===== src/rtl/fwd_hazard_unit.sv =====
`default_nettype none
// ============================================================================
// Module      : fwd_hazard_unit
// Description : Operand bypass select, load-use / long-op stall and a small
//               registered scoreboard for long-latency operations.
//               Optional build macro FWD_HAZARD_STATS_EN adds the
//               stall_cycles and lg_issues event counters.
// Revision    : 1.0 - initial release
// ============================================================================
module fwd_hazard_unit #(
    parameter int NUM_SRC = 2,
    parameter int NUM_FWD = 2,
    parameter int SLOTS   = 4,
    parameter int LAT_W   = 4,
    parameter int SEL_W   = $clog2(NUM_FWD + 1)
) (
    input  logic                     clk,
    input  logic                     reset,
    input  logic [5*NUM_SRC-1:0]     src_adr,
    input  logic [NUM_SRC-1:0]       src_used,
    input  logic [NUM_FWD-1:0]       fwd_rd_en,
    input  logic [5*NUM_FWD-1:0]     fwd_rd_adr,
    input  logic [NUM_FWD-1:0]       fwd_is_load,
    input  logic                     lg_issue_valid,
    input  logic [4:0]               lg_issue_rd,
    input  logic [LAT_W-1:0]         lg_issue_lat,
    output logic [SEL_W*NUM_SRC-1:0] fwd_sel,
    output logic                     stall,
    output logic                     lg_issue_ready,
    output logic                     lg_done,
    output logic [4:0]               lg_done_rd,
`ifdef FWD_HAZARD_STATS_EN
    output logic [31:0]              stall_cycles,
    output logic [15:0]              lg_issues,
`endif
    output logic                     sb_busy
);

    localparam logic [LAT_W-1:0] c_CNT_ONE  = LAT_W'(1);
    localparam logic [SLOTS-1:0] c_SLOT_ONE = SLOTS'(1);
    localparam logic [4:0]       c_X0       = 5'd0;

    // Scoreboard state
    logic [SLOTS-1:0] r_valid;
    logic [4:0]       r_rd  [SLOTS];
    logic [LAT_W-1:0] r_cnt [SLOTS];

    logic [SLOTS-1:0]   w_cnt_one;
    logic [SLOTS-1:0]   w_waw_hit;
    logic [SLOTS-1:0]   w_done_oh;
    logic [SLOTS-1:0]   w_free_oh;
    logic [NUM_SRC-1:0] w_load_use;
    logic [NUM_SRC-1:0] w_raw;
    logic               w_accept;
    logic [LAT_W-1:0]   w_lat_ld;

    // Per-slot status: ready-to-retire and destination clash with the issue
    for (genvar gs = 0; gs < SLOTS; gs++) begin : g_slot
        assign w_cnt_one[gs] = r_valid[gs] & (r_cnt[gs] == c_CNT_ONE);
        assign w_waw_hit[gs] = r_valid[gs] & (r_rd[gs] == lg_issue_rd);
    end

    // Lowest retiring slot wins the single writeback port; lowest free slot
    // is the allocation target. Both use the pre-edge state only.
    assign w_done_oh = w_cnt_one & (~w_cnt_one + c_SLOT_ONE);
    assign w_free_oh = ~r_valid & (r_valid + c_SLOT_ONE);

    assign lg_done        = |w_cnt_one;
    assign sb_busy        = |r_valid;
    assign lg_issue_ready = (lg_issue_rd == c_X0) | ((~&r_valid) & ~(|w_waw_hit));
    assign w_accept       = lg_issue_valid & lg_issue_ready & (lg_issue_rd != c_X0);
    assign w_lat_ld       = (lg_issue_lat == '0) ? c_CNT_ONE : lg_issue_lat;

    // Destination of the retiring entry (zero when nothing retires)
    always_comb begin
        lg_done_rd = c_X0;
        for (int s = 0; s < SLOTS; s++) begin
            if (w_done_oh[s]) begin
                lg_done_rd = lg_done_rd | r_rd[s];
            end
        end
    end

    // Per read port: bypass select, load-use flag and long-op RAW flag
    for (genvar gi = 0; gi < NUM_SRC; gi++) begin : g_src
        logic [4:0]       w_adr;
        logic [SEL_W-1:0] w_sel;
        logic             w_sel_load;
        logic [SLOTS-1:0] w_pend_hit;

        assign w_adr = src_adr[5*gi +: 5];

        // Scan oldest to youngest so the youngest matching stage is kept
        always_comb begin
            w_sel      = '0;
            w_sel_load = 1'b0;
            if (src_used[gi] && (w_adr != c_X0)) begin
                for (int j = NUM_FWD - 1; j >= 0; j--) begin
                    if (fwd_rd_en[j] && (fwd_rd_adr[5*j +: 5] == w_adr)) begin
                        w_sel      = SEL_W'(j + 1);
                        w_sel_load = fwd_is_load[j];
                    end
                end
            end
        end

        // Match this port's address against every pending long-op result
        always_comb begin
            w_pend_hit = '0;
            for (int s = 0; s < SLOTS; s++) begin
                w_pend_hit[s] = r_valid[s] & (r_rd[s] == w_adr);
            end
        end

        assign fwd_sel[gi*SEL_W +: SEL_W] = w_sel;
        assign w_load_use[gi] = w_sel_load;
        assign w_raw[gi]      = src_used[gi] & (w_adr != c_X0) & (|w_pend_hit);
    end

    assign stall = (|w_load_use) | (|w_raw) | (lg_issue_valid & ~lg_issue_ready);

    // Scoreboard update: retire one entry, count the rest down, allocate
    always_ff @(posedge clk) begin
        if (reset) begin
            r_valid <= '0;
            for (int s = 0; s < SLOTS; s++) begin
                r_rd[s]  <= c_X0;
                r_cnt[s] <= '0;
            end
        end else begin
            for (int s = 0; s < SLOTS; s++) begin
                if (w_done_oh[s]) begin
                    r_valid[s] <= 1'b0;
                    r_cnt[s]   <= '0;
                end else if (r_valid[s]) begin
                    // entries waiting on the writeback port hold at one
                    if (r_cnt[s] != c_CNT_ONE) begin
                        r_cnt[s] <= r_cnt[s] - c_CNT_ONE;
                    end
                end else if (w_accept && w_free_oh[s]) begin
                    r_valid[s] <= 1'b1;
                    r_rd[s]    <= lg_issue_rd;
                    r_cnt[s]   <= w_lat_ld;
                end
            end
        end
    end

`ifdef FWD_HAZARD_STATS_EN
    logic [31:0] r_stall_cycles;
    logic [15:0] r_lg_issues;

    // Saturating stall counter and wrapping accepted-issue counter
    always_ff @(posedge clk) begin
        if (reset) begin
            r_stall_cycles <= 32'd0;
            r_lg_issues    <= 16'd0;
        end else begin
            if (stall && (r_stall_cycles != 32'hFFFF_FFFF)) begin
                r_stall_cycles <= r_stall_cycles + 32'd1;
            end
            if (w_accept) begin
                r_lg_issues <= r_lg_issues + 16'd1;
            end
        end
    end

    assign stall_cycles = r_stall_cycles;
    assign lg_issues    = r_lg_issues;
`endif

endmodule
`default_nettype wire


===== config.mk =====
export PLATFORM = sky130hd
export DESIGN_NAME = fwd_hazard_unit
export DESIGN_NICKNAME = d
export VERILOG_FILES = /design/src/rtl/fwd_hazard_unit.sv
export SDC_FILE = /design/constraint.sdc
export NUM_CORES = 1
export LEC_CHECK = 0
export CAP_MARGIN = 15
export CORE_MARGIN = 2
export CORE_UTILIZATION = 25
export DETAILED_ROUTE_END_ITERATION = 6
export SYNTH_ARGS = -nofsm -noshare
export SYNTH_HDL_FRONTEND = slang
export SYNTH_SLANG_ARGS = --single-unit

===== constraint.sdc =====
create_clock -name clk -period 2.3 [get_ports clk]
set_input_delay 0.46 -clock clk [delete_from_list [all_inputs] [get_ports clk]]
set_output_delay 0.46 -clock clk [all_outputs]
set_load 0.05 [all_outputs]

Yosys cells after proc, flatten, opt, wreduce, memory -nomap -nowiden
Memory sizes are Yosys's and may differ from the RTL's.
Index checks and enable logic that the tools add are counted.
Cells by class
  add/subtract/negate cells: 6
  eq/ne operators: 24
  mux-type cells: 91
  bitwise gates (word level): 52
  reduce and logical (&&, ||, !) cells: 28
Operator list (count)
  == test 5 bit: 16
  two-way mux 1 bit: 64
  two-way mux 4 bit: 13
  two-way mux 5 bit: 8
  bitwise AND 1 bit: 24
  OR reduction 4 bit: 5
  OR 1 bit: 19
  == test 4 x 1 -> 1 bit, second input constant: 4
  != test 4 x 1 -> 1 bit, second input constant: 4
  subtractor 4 x 1 -> 4 bit, second input constant: 4
  OR 5 bit: 3
  nonzero test 5 bit: 3
  two-way mux 2 bit: 6
  OR reduction 2 bit: 6
  logical AND 1 bit: 10
  adder 4 x 1 -> 4 bit, second input constant: 2
  bitwise AND 4 bit: 2
  NOT 4 bit: 2
  zero test 5 bit: 1
  zero test 4 bit: 1
  AND reduction 4 bit: 1
  NOT 1 bit: 2
  zero test 1 bit: 1
Word-level totals
  flip-flop bits (word level): 4
  bits in writable memories: 36
  output and inout port bits: 13
  logic and storage cells: 207
  memories kept: 2
Memory list
  r_rd: depth 4, bits a word 5, rd ports 4, clocked after memory_dff 0, write ports 4, RTL line 45  | logic [4:0] r_rd [SLOTS];
  r_cnt: depth 4, bits a word 4, rd ports 4, clocked after memory_dff 0, write ports 4, RTL line 46  | logic [LAT_W-1:0] r_cnt [SLOTS];

Longest topological paths before layout
  depth after elaboration: 15
  depth in mapped cells: 8

Worst setup path after synthesis
No wires, ideal clock.
  kind: input port to output port
  start point: in src_adr[6]
  end point: out stall
  data arrival time: 3.180 ns
  required time: 1.840 ns
  path slack: -1.340 ns
  cell stages on the path: 7
  buffers on the path: 1
  cell sequence: clkbuf_1 -> xor2_1 -> nor4_1 -> nand3_1 -> nor3b_1 -> o21ai_0 -> o2111ai_1
On the way
  longest elaborated chain between the ends: 8
  elaborated cells between the ends (all ways): 24
Ends and longest elaborated chain
  from (decl): RTL line 19  | input logic [5*NUM_SRC-1:0] src_adr,
  == test 5 bit: RTL line 99  | if (fwd_rd_en[j] && (fwd_rd_adr[5*j +: 5] == w_adr)) begin
  logical AND 1 bit: RTL line 99
  two-way mux 1 bit (2 in series): RTL line 99
  two-way mux 1 bit: RTL line 97  | if (src_used[gi] && (w_adr != c_X0)) begin
  OR reduction 2 bit: RTL line 120  | assign stall = (|w_load_use) | (|w_raw) | (lg_issue_valid & ~lg_issue_ready);
  OR 1 bit * (2 in series): RTL line 120
  to (decl): RTL line 28  | output logic stall,
Every way passes the cells marked *; elsewhere a longest branch is shown, timed or not.

==> impl_metrics.tcl <==
set metrics [dict create \
    io_pins 51 \
    async_reset_ff_share_pct 0 \
    cp_slowest_cell "edfxtp_1" \
    timing.final.crit_share_pct 112 \
    synthesis.nets 386 \
    place.gp.congestion 0.864 \
    setup_viol 9 \
    crit_cells 9 \
    hold_path_end "r_valid[2]" \
    p_leak_nw 2.14 \
    hold_viol_final 0 \
    end_kind "primary output" \
    crit_path_max_incr_delay_ns 0.44 \
    rows 42 \
    dieArea_sq_um 14200 \
    worst_pin_slew_ns 0.812 \
    final.fill_count 1230 \
    grt_pass1_wl_um 16700 \
    peakVddDrop_mv 0.266 \
    powerDensity_nw_per_um2 428 \
    yosys.area.top_type "edfxtp_1" \
    seqCellArea_sq_um 1160 \
    path_cells "buf_4, buf_4, xor2_1, nor4_1, nand3_1, and4_1, o22a_1, o2111ai_4, buf_8" \
    cts_tree "done" \
    cts.sinks 40 \
    cp-start-kind "flip-flop" \
    placed_area_sq_um 4690 \
    skew_ns 0.00602 \
    final_layout_size_suffix_gt1_share_pct 44.3 \
    die_w_um 119 \
    status "finished with violations" \
    drt_iter0_markers 174 \
    whs_path_depth 2 \
    htree_levels 2 \
    cpMostUsedCell "buf_4" \
    synthToLayoutAreaGrowth_pct 63.5 \
    fmax_mhz 387 \
    antenna_found_initial 0 \
    hold_buffers 0 \
    instances_no_fill 659 \
    r2r_start "r_rd[2][3]" \
    clockBufferDepth 2 \
    worstPathRequired_ns 1.84 \
    root_buffer "clkbuf_16" \
    setup_ws_ns -0.282 \
    groute.usage.overall_pct 14.9 \
    cts.clk_slew.worst_paths_ns 0.06 \
    stdcell_area_sq_um 5430 \
    synth.cell_area_sq_um 3320 \
    viasPerCell 4.75 \
    synth.avg_cell_area_sq_um 9.76 \
    timing.hold.ws_ns 0.621 \
    path_delay_family "buffers and inverters" \
    port_buffers 50 \
    r2r-end "r_rd[3][1]" \
    drc 0 \
    num_antenna_cells 0 \
    synth-edff-count 36 \
    synth_area_leaders "edfxtp_1 (33%), xor2_1 (15%), xnor2_1 (8.4%), ha_1 (3.0%), nor4_1 (2.8%)" \
    rsz0062_at_grt "true" \
    overflow 0 \
    dpl.hpwl_um 8210 \
    hold_path.class "reg -> reg" \
    grt_max_degree 15 \
    yosysSeqAreaShare_pct 35.0 \
    violations "setup timing" \
    ff2ff_path_depth 9 \
    initial_core_util_pct 25.4 \
    slew_headroom_pct 45.3 \
    synth_seq_cells 40 \
    nets 528 \
    cp_max_fo 2 \
    finalCriticalPeriod_ns 2.58 \
    ys_types 52 \
    ys_warn_count 0 \
    coreArea_sq_um 13100 \
    antenna_left 0 \
    path_buf_inv 3 \
    dp_cells 616 \
    post_synth_inst_count 340 \
    cts_buffers 5 \
    drv_slew 0 \
    grt_pass1_vias 3207 \
    critPathKind "reg -> out" \
    multi_input_area_sq_um 2350 \
    routed_wl_um 10900 \
    wire_per_inst_um 16.5 \
    dr.pass1.iters 4 \
    vias 3133 \
    clk_latency_ns 0.29 \
    hp-start "r_valid[1]" \
    die_h_um 119 \
    ys.flop_type "edfxtp_1" \
    netlist.area_leader.share_pct 32.6 \
    worstPathArrival_ns 2.12 \
    cap_violations 0 \
    r2r_setup_slack_ns 0.07 \
]
==> cells in the mapped netlist (3+ instances only) <==
master and number:
xor2_1 56, nand3b_1 3, a221o_1 4, nor3_2 5
nand3_1 14, xnor2_1 32, edfxtp_1 36, o21bai_1 5
or4_1 3, nor4_1 15, nand4_1 4, a22oi_1 5
nor3_1 12, o22ai_1 11, dfxtp_1 4, inv_1 18
nor2_1 23, ha_1 8, and3_1 8, o21ai_0 6
nor3b_1 3, and2_1 3, clkbuf_1 15, clkbuf_8 3
o32ai_1 4, buf_6 4, nand2_1 7
==> worst max path at each step <==
stage | start | to | slack [ns]
3_5_place_dp | lg_issue_rd[4] | stall | -0.73
3_3_place_gp | lg_issue_rd[4] | stall | -0.74
5_1_grt | r_rd[2][3] | stall | -0.38
2_1_floorplan | src_adr[2] | stall | -0.23
6_report | r_rd[1][3] | stall | -0.28
4_1_cts | r_rd[2][2] | stall | -0.28
==> repair_timing <==
item / CTS / global route
pin swaps: 47 / 37
buffers inserted: 18 / 19
gates resized for setup: 107 / 46
endpoints found under the setup margin: 86 / 53
cloned: 0 / 1
==> area by class of cell <==
type	instances	area share (%)
well taps	176	4.06
multi-input cells	259	43.3
repair buffers	157	27.2
flip-flops and latches	40	21.4
clock inverters	3	0.346
clock buffers	5	2.31
inverters	19	1.31
==> metal layers <==
layer	part of all wire, %	global-route usage, %
met5	0	0
met4	1.5	4.24
met3	4.2	2.44
met2	51	26.0
met1	44	19.0
==> worst min-delay path: cells and delay by family (launching register included) <==
kind            cells  cell delay (ns)
simple gates        1             0.12
flops               1             0.40
compound gates      1             0.06
==> kinds of logic after synthesis <==
kind of cell             after synthesis  share of synthesized area, %
AO/OA/AOI/OAI                         51                          12.1
buffers and inverters                 42                          6.67
AND/OR/NAND/NOR                      111                          20.0
XOR/XNOR                              88                          23.2
adder cells (fa/ha/maj)                8                          3.02
flip-flops                            40                          35.0
==> state kept, by name, summed over array words and instances, names as in the netlist <==
register	flops
r_rd	20
r_valid	4
r_cnt	16
==> power by group <==
part	internal, W	switching (W)	total (W)
clock	0.000398	0.000294	0.000692
combinational	0.000363	0.000359	0.000722
sequential	0.000849	0.0000599	0.000909
==> per-stage QoR <==
step / setup slack, ns / TNS, ns / total power [W] / util, %
floorplan: -0.226 / -3.00 / 0.00129 / -
global placement: -0.741 / -39.37 / 0.00152 / 35.8
detailed placement: -0.730 / -39.94 / 0.00153 / 35.8
CTS: -0.285 / -1.04 / 0.00227 / 39.1
global route: -0.375 / -2.58 / 0.00242 / 41.5
finish: -0.282 / -1.01 / 0.00232 / 41.5
==> cells in the final DEF (no fill, tap or decap), types with 6 or more instances in the layout <==
cell type / n
nand3_1: 14
buf_2: 7
nand2_1: 6
xnor2_1: 30
nor4_2: 6
buf_12: 12
and3_1: 6
ha_1: 7
nor2_1: 19
inv_1: 17
clkdlybuf4s15_1: 6
nor3_2: 6
xor2_2: 7
edfxtp_1: 36
nor3_1: 9
buf_6: 26
xor2_1: 49
clkdlybuf4s50_1: 12
o22ai_1: 11
nor4_1: 9
buf_4: 83
No activity file was read; power rests on OpenSTA's default activity.
